`config.mk`:
```
export PLATFORM = sky130hd
export DESIGN_NAME = laser310_bank_ctrl
export DESIGN_NICKNAME = d
export VERILOG_FILES = /design/src/rtl/laser310_bank_ctrl.sv
export SDC_FILE = /design/constraint.sdc
export NUM_CORES = 1
export LEC_CHECK = 0
export ABC_AREA = 1
export ABC_CLOCK_PERIOD_IN_PS = 1600
export CORE_MARGIN = 2
export CORE_UTILIZATION = 35
export DETAILED_ROUTE_END_ITERATION = 10
export GPL_TIMING_DRIVEN = 0
export SETUP_SLACK_MARGIN = 0.2
export SLEW_MARGIN = 20
export SYNTH_ARGS = -nofsm -noshare
export SYNTH_HDL_FRONTEND = slang
export SYNTH_SLANG_ARGS = --single-unit
```
`constraint.sdc`:
```
create_clock -name CLK -period 1.6 [get_ports CLK]
set_clock_uncertainty 0.05 [all_clocks]
set_input_delay 0.16 -clock CLK [delete_from_list [all_inputs] [get_ports CLK]]
set_output_delay 0.16 -clock CLK [all_outputs]
set_load 0.02 [all_outputs]
```
`src/rtl/laser310_bank_ctrl.sv`:
```
// Laser 310 64K expansion bank-select register: synchronizes the Z80 bus,
// filters I/O writes to port group 7xh and latches D1..D0 as the RAM bank.
//
//   state    | meaning
//   ---------+---------------------------------------------------------
//   IDLE     | no write in progress, waiting for the first valid sample
//   QUAL     | counting consecutive valid samples up to FILTER_LEN
//   WAIT_END | bank captured, waiting for FILTER_LEN release samples
module laser310_bank_ctrl #(
  parameter int          FILTER_LEN = 2,
  parameter logic [1:0]  RESET_BANK = 2'b01
) (
  input  logic       CLK,
  input  logic       RST,
  input  logic [3:0] AddrIO,
  input  logic [1:0] D1D0,
  input  logic       WR_N,
  input  logic       RD_N,
  input  logic       MREQ_N,
  input  logic       IORQ_N,
  output logic [1:0] bank,
  output logic       bank_wr,
  output logic       io_active,
  output logic [7:0] wr_count
);

  typedef enum logic [1:0] {IDLE, QUAL, WAIT_END} state_t;

  localparam logic [3:0] FL = 4'(FILTER_LEN);
  // Bus order: AddrIO, D1D0, WR_N, RD_N, MREQ_N, IORQ_N
  localparam logic [9:0] BUS_IDLE = {4'b0000, 2'b00, 4'b1111};

  logic [9:0] s1, s2;
  logic [3:0] s2_addr;
  logic [1:0] s2_data;
  logic       s2_wr_n, s2_rd_n, s2_mreq_n, s2_iorq_n;
  logic       v, rel;

  state_t     state, state_n;
  logic [3:0] q, q_n, r, r_n;
  logic       capture;

  always_ff @(posedge CLK) begin
    if (RST) begin
      s1 <= BUS_IDLE;
      s2 <= BUS_IDLE;
    end else begin
      s1 <= {AddrIO, D1D0, WR_N, RD_N, MREQ_N, IORQ_N};
      s2 <= s1;
    end
  end

  assign {s2_addr, s2_data, s2_wr_n, s2_rd_n, s2_mreq_n, s2_iorq_n} = s2;

  // Conflicting strobes (MREQ with IORQ, RD with WR) never qualify.
  assign v   = !s2_iorq_n && s2_mreq_n && !s2_wr_n && s2_rd_n && (s2_addr == 4'b0111);
  assign rel = s2_iorq_n || s2_wr_n;

  always_comb begin
    state_n = state;
    q_n     = q;
    r_n     = r;
    capture = 1'b0;
    case (state)
      IDLE: begin
        if (v) begin
          q_n = 4'd1;
          if (FL == 4'd1) begin
            capture = 1'b1;
            r_n     = 4'd0;
            state_n = WAIT_END;
          end else begin
            state_n = QUAL;
          end
        end else begin
          q_n = 4'd0;
        end
      end
      QUAL: begin
        if (v) begin
          if (q + 4'd1 == FL) begin
            capture = 1'b1;
            q_n     = 4'd0;
            r_n     = 4'd0;
            state_n = WAIT_END;
          end else begin
            q_n = q + 4'd1;
          end
        end else begin
          q_n     = 4'd0;
          state_n = IDLE;
        end
      end
      WAIT_END: begin
        if (rel) begin
          if (r + 4'd1 == FL) begin
            r_n     = 4'd0;
            state_n = IDLE;
          end else begin
            r_n = r + 4'd1;
          end
        end else begin
          r_n = 4'd0;
        end
      end
      default: begin
        q_n     = 4'd0;
        r_n     = 4'd0;
        state_n = IDLE;
      end
    endcase
  end

  always_ff @(posedge CLK) begin
    if (RST) begin
      state     <= IDLE;
      q         <= 4'd0;
      r         <= 4'd0;
      bank      <= RESET_BANK;
      bank_wr   <= 1'b0;
      io_active <= 1'b0;
      wr_count  <= 8'd0;
    end else begin
      state     <= state_n;
      q         <= q_n;
      r         <= r_n;
      bank_wr   <= capture;
      io_active <= (state_n != IDLE);
      if (capture) begin
        bank     <= s2_data;
        wr_count <= wr_count + 8'd1;
      end
    end
  end

endmodule
```
==> results of run 1 <==
layout make-up:
class / count / area [um2]
multi-input cells: 142 / 868
fillers: 464 / 2440
repair buffers: 33 / 295
clock inverters: 1 / 5.00
inverters: 34 / 135
flip-flops and latches: 42 / 857
clock buffers: 7 / 86.3
plain buffers: 4 / 15.0
well taps: 67 / 83.8
power groups by stage:
stage	Clock [mW]	Sequential, mW	Combinational [mW]
after floorplan	0	1.10	0.0357
after global placement	0	1.10	0.0685
after detailed placement	0	1.10	0.0693
after CTS	0.717	1.07	0.0694
after global routing	0.752	1.07	0.0798
final	0.695	1.07	0.0694
sequential cells by signal, summed over array words and instances (netlist names):
signal	count
r	4
s2	10
s1	10
state	2
wr_count	8
io_active	1
q	4
bank	2
bank_wr	1
final timing paths:
kind	from	end	slack (ns)
hold / removal	RST	s2[0]	0.27
setup reg to reg	q[0]	r[1]	0.17
hold reg to reg	s1[7]	s2[7]	0.35
setup / recovery	q[0]	r[1]	0.17
per-layer routing:
metal | share of wire [%] | track usage [%]
met1 | 46 | 15.9
met2 | 49 | 22.0
met3 | 3.3 | 3.48
met4 | 1.9 | 5.95
met5 | 0 | 0
kinds of logic after synthesis:
kind of cell | after synthesis | synth area share (%)
buffers and inverters | 38 | 8.41
xor gates and xnor gates | 6 | 2.99
and+or+nand+nor | 110 | 30.8
DFF | 42 | 47.9
adders and majority gates | 5 | 3.56
AOI/OAI and AO/OA | 21 | 6.34
synthesized netlist by cell type:
master     n  area share (%)
clkbuf_1   4            0.86
nand3_4    2             2.0
nand4_1    3             1.1
clkinv_4   1            0.50
o21ai_1    1            0.28
nor2_1    28             6.0
nor2_4     2             1.3
nor3_1     1            0.28
a21oi_1   14             4.0
nor2_8     1             1.1
or2_2      8             2.9
o21ai_0    4             1.1
nand3_1   10             2.9
a21oi_2    1            0.50
xnor2_1    1            0.50
o21bai_1   1            0.43
nand2_2    2            0.71
nand2_4    1            0.64
nor3b_1    1            0.43
inv_2      2            0.43
nand3b_1   3             1.3
nand2_1   48              10
inv_1     31             6.6
dfxtp_1   42              48
xor2_1     5             2.5
ha_1       5             3.6
through the flow:
step	hold slack (ns)	instance area (um2)
after detailed placement	0.343	2070
after global placement	0.340	2070
after CTS	0.274	2230
after floorplan	0.214	1760
after global routing	0.321	2350
final	0.272	2350
what timing repair did:
item,in CTS,in global routing
pin swaps,6,10
gates resized for setup,24,23
endpoints found under the setup margin,28,16
gates cloned,0,0
buffers inserted,7,4
hold endpoints to repair,0,0
==> metrics.md, run 1 <==
| Metric | Value |
|---|---|
| Endpoints failing setup | `0` |
| Number of port buffers | `22` |
| Sw Ratio | `21.0%` |
| Vias in the first global route | `1285` |
| Peak supply drop | `666 uV` |
| Mapped Area | `0.00176 mm2` |
| Worst hold-check path type | `primary input to flip-flop` |
| CP endpoint kind | `flip-flop` |
| Status | `finished clean` |
| Startpoint Class | `flip-flop` |
| Ant. Diodes | `0` |
| Post-CTS Hold Fix Bufs | `0` |
| Grt total ovfl | `0` |
| Buffers and inverters on the worst path | `2` |
| Setup CP Type | `flip-flop to flip-flop` |
| Core area | `0.00479 mm2` |
| Worst slew pin tran | `0.591 ns` |
| Worst path max stage delay | `0.38 ns` |
| Period utilization | `89.5%` |
| Total CTS buffers | `5` |
| Top delay family on crit path | `simple AND/OR/NAND/NOR gates` |
| WP depth | `9` |
| # rows | `25` |
| Hold Violations, Final | `0` |
| Initial antenna violation count | `0` |
| First-pass GRT wire length | `5.62 mm` |
| Router iterations before antenna repair | `4` |
| CTS tree | `done` |
| P_sw | `0.385 mW` |
| Cells after Synth | `222` |
| Cell Int Power | `1.45 mW` |
| Worst endpoint required time | `1.71 ns` |
| Starting Density | `36.7%` |
| Via density | `4.33` |
| Detail Placement HPWL | `2.25 mm` |
| Finished Core Util | `49.0%` |
| Critical path cell sequence | `buf_6 -> nand3_2 -> nand2_1 -> nand2_2 -> nor2_8 -> buf_4 -> nand3_4 -> nand3_1 -> a21oi_1` |
| Syn Nets | `239` |
| Global placer's final weighted congestion | `0.802` |
| Max Fclk | `698 MHz` |
| R2r worst-path depth | `9` |
| Clk sink count | `42` |
| Clock transition at the registers of the reported paths | `0.08 ns` |
| Overall Power | `1.83 mW` |
| Clock network fraction of total power | `38.0%` |
| IO Pins | `24` |
| Die H | `74.8 um` |
| Max-slew violations | `0` |
| Inst Count DP | `311` |
| Pin count of the biggest net entering global routing | `13` |
| Setup TNS | `0 ns` |
| Synth-to-layout area growth | `33.6%` |
| P per Cell Area | `781 mW/mm2` |
| Leak pwr | `1.03 nW` |
| Sequential Power Share | `58.3%` |
| Via Count | `1429` |
| Die X | `74.8 um` |
| Iter 0 DRT Violations | `54` |
| Final wirelength | `3.35 mm` |
| Ys Warns | `0` |
| Most common cell after layout, fill and taps aside | `nand2_1` |
| Pre-CTS WS | `0.0646 ns` |
| GRT Overall Usage | `13.2%` |
| Commonest cells after routing, fill and taps aside | `44 x nand2_1, 35 x dfxtp_1, 31 x inv_1, 25 x nor2_1, 12 x dlygate4sd2_1` |
| Hold depth | `2` |
| Worst EP arrival | `1.54 ns` |
| H-Tree Level Count | `2` |
| Final Non-Filler Cells | `330` |
| Clock Tree Root | `clkbuf_8` |
| Clk_lat worst skew | `0.29 ns` |
| Final #Nets | `279` |
| Routed wire per std cell | `10.1 um` |
| Layout cell share with drive strength beyond 1 | `25.1%` |
| Residual DRC | `0` |
| Synth Register Bits | `42` |
| Yosys cell types | `26` |
| Crit-path max FO | `4` |
| Antenna Nets Post-Route | `0` |
| Minimum clock period | `1.43 ns` |
| Unrepaired setup endpoints after global routing | `yes` |
| Setup slack after layout | `0.168 ns` |
| Normalized max-slew margin | `60.6%` |
| Clk buf depth | `2` |
| Comb pwr share | `3.8%` |
| Max-Cap Viols | `0` |
| Slowest CP cell | `dfxtp_4` |
| Syn_area_per_cell | `7.91 um2` |
| Seq/Total Area, Yosys | `47.9%` |
| Die area | `0.00560 mm2` |
(Power assumes the default switching activity.)
==> run 2: changes to the inputs <==
--- a/config.mk
+++ b/config.mk
@@ -6,7 +6,7 @@
 export NUM_CORES = 1
 export LEC_CHECK = 0
 export ABC_AREA = 1
-export ABC_CLOCK_PERIOD_IN_PS = 1600
+export ABC_CLOCK_PERIOD_IN_PS = 1500
 export CORE_MARGIN = 2
 export CORE_UTILIZATION = 35
 export DETAILED_ROUTE_END_ITERATION = 10
==> constraint.sdc (replaced) <==
create_clock -name CLK -period 1.5 [get_ports CLK]
set_clock_uncertainty 0.05 [all_clocks]
set_input_delay 0.15 -clock CLK [delete_from_list [all_inputs] [get_ports CLK]]
set_output_delay 0.15 -clock CLK [all_outputs]
set_load 0.02 [all_outputs]
==> run 2 against run 1 <==
  * Final area increased by 1.9%
  * Flip-flop and latch count unchanged
  * Sequential power rose by 7%
  * Cell count decreased by 1.2%
  * First-iteration DRC count shrank 65%
  * Worst setup slack got worse by 0.090 ns
  * Register-to-register slack worse by 0.09 ns
  * Sequential share of layout area down 0.64 points
  * Routed wire length shrank 3.3%
  * Critical path type unchanged
  * Largest power group unchanged
==> metrics.md, run 2 (same netlist as run 1, synthesis figures left out) <==
| Metric | Value |
|---|---|
| Iter 0 DRT Violations | `19` |
| DP Area | `0.00207 mm2` |
| Fill cells | `460` |
| Worst endpoint required time | `1.61 ns` |
| Clk sink count | `42` |
| Status | `finished clean` |
| Worst slew pin tran | `0.592 ns` |
| Setup TNS | `0 ns` |
| R2r worst-path depth | `10` |
| Residual DRC | `0` |
| Clk buf depth | `2` |
| Most common cell after layout, fill and taps aside | `nand2_1` |
| Synth-to-layout area growth | `36.2%` |
| Die area | `0.00560 mm2` |
| Post-CTS Hold Fix Bufs | `0` |
| Hold Slack | `0.255 ns` |
| Clock transition at the registers of the reported paths | `0.08 ns` |
| Core area | `0.00479 mm2` |
| Layout cell share with drive strength beyond 1 | `25.9%` |
| Period utilization | `94.8%` |
| P per Cell Area | `933 mW/mm2` |
| Router iterations before antenna repair | `4` |
| Endpoints failing setup | `0` |
| Clock Tree Root | `clkbuf_8` |
| Worst hold-check path type | `primary input to flip-flop` |
| GRT Overall Usage | `13.0%` |
| DR WL met3 | `104 um` |
| Number of port buffers | `22` |
| Largest regs | `s1: 10 flops, s2: 10 flops, wr_count: 8 flops` |
| Commonest cells after routing, fill and taps aside | `43 x nand2_1, 34 x dfxtp_1, 30 x inv_1, 26 x nor2_1, 11 x a21oi_1` |
| Reg-to-reg setup timing slack | `0.08 ns` |
| Worst path max stage delay | `0.39 ns` |
| Metal-1 WL | `1.53 mm` |
| Detail Placement HPWL | `2.23 mm` |
| Die H | `74.8 um` |
| Cell area after layout | `0.00239 mm2` |
| Final wirelength | `3.24 mm` |
| Die X | `74.8 um` |
| First-pass GRT wire length | `5.58 mm` |
| Routed wl met2 | `1.56 mm` |
| Clk_lat worst skew | `0.29 ns` |
| H-Tree Level Count | `2` |
| Initial antenna violation count | `0` |
| Ant. Diodes | `0` |
| Inst Count DP | `311` |
| Critical path cell sequence | `ha_4 -> inv_2 -> nand2_4 -> nand3_4 -> nor2_8 -> nand2_4 -> inv_6 -> nand3_2 -> nand2_2 -> nor2_1` |
| Leak pwr | `1.01 nW` |
| Max Fclk | `703 MHz` |
| Minimum clock period | `1.42 ns` |
| Worst setup path start | `q[0]` |
| Setup CP Type | `flip-flop to flip-flop` |
| Pin count of the biggest net entering global routing | `14` |
| CP endpoint | `wr_count[2]` |
| Via Count | `1412` |
| Vias in the first global route | `1291` |
| Final #Nets | `275` |
| Hold Violations, Final | `0` |
| Worst reg2reg path endpoint | `wr_count[2]` |
| Top cell by count, worst path | `nand2_4` |
| Highest routed layer | `met4` |
| Worst EP arrival | `1.53 ns` |
| Peak supply drop | `676 uV` |
| Max-slew violations | `0` |
| Max-Cap Viols | `0` |
| IO Pins | `24` |
| Slowest CP cell | `dfxtp_4` |
| Starting Density | `36.7%` |
| Antenna Nets Post-Route | `0` |
| CP endpoint kind | `flip-flop` |
| # rows | `25` |
| Global placer's final weighted congestion | `0.828` |
| Normalized max-slew margin | `60.5%` |
| Grt total ovfl | `0` |
| Unrepaired setup endpoints after global routing | `yes` |
| Worst r2r src | `q[0]` |
| Via density | `4.33` |
| Overall Power | `2.23 mW` |
| Startpoint Class | `flip-flop` |
| CTS tree | `done` |
| Final Non-Filler Cells | `326` |
| Crit-path max FO | `7` |
| Routed wire per std cell | `9.93 um` |
| Total CTS buffers | `5` |
run 2: changes by cell type in the layout (fill, tap and decap cells not counted), moves of 2 or more:
cell           before  now
buf_4               9    4
nand3_1             5    2
nand3_2             4    7
dlygate4sd2_1      12   10
nand2_4             2    4
o21ai_2             2    0
run 2: worst min-delay path by stage:
stage / from / to / depth (start not counted) / slack [ns]
6_report: RST / s2[0] / 2 / 0.25
4_1_cts: RST / s2[0] / 2 / 0.27
3_3_place_gp: s1[5] / s2[5] / 2 / 0.34
2_1_floorplan: IORQ_N / s1[0] / 1 / 0.20
5_1_grt: RST / s2[2] / 2 / 0.28
3_5_place_dp: s1[0] / s2[0] / 1 / 0.34
run 2: cell type report:
| type | instances | area (um2) | area share (%) |
|---|---|---|---|
| inverters | 34 | 138 | 5.76 |
| clock buffers | 7 | 108 | 4.50 |
| repair buffers | 29 | 267 | 11.1 |
| plain buffers | 4 | 15.0 | 0.628 |
| clock inverters | 1 | 30.0 | 1.26 |
| well taps | 67 | 83.8 | 3.51 |
| flip-flops and latches | 42 | 858 | 35.9 |
| multi-input cells | 142 | 892 | 37.3 |
run 2: what timing repair did:
action / in CTS / in global routing
endpoints found under the setup margin: 30 / 22
resized for setup: 32 / 21
endpoints found under the hold margin: 0 / 0
gates cloned: 0 / 0
setup buffers: 6 / 1
pin swaps: 7 / 7
run 2: power breakdown:
part           total (mW)  internal [mW]  leakage, nW  switching (mW)
logic              0.0739         0.0391        0.596          0.0348
registers            1.14           1.13        0.348         0.00533
clock network        1.02          0.643       0.0696           0.377
run 2: metrics by stage:
stage | setup slack, ns | util (%)
after floorplan | 0.155 | -
after global placement | 0.0572 | 43.3
after detailed placement | 0.0354 | 43.3
after CTS | 0.0572 | 48.4
after global routing | -0.0275 | 50.0
final | 0.0775 | 50.0
run 2: critical path, delay by kind of cell (launching register included):
family,cells,cell delay [ns]
simple gates,7,0.57
flops,1,0.39
fa+ha+maj,1,0.16
buf+inv,2,0.13
run 2: routing by layer:
metal | up-vias | GRT usage, %
met5 | - | 0
met4 | 0 | 4.17
met3 | 5 | 3.61
met2 | 18 | 20.9
met1 | 637 | 17.0
li1 | 752 | -
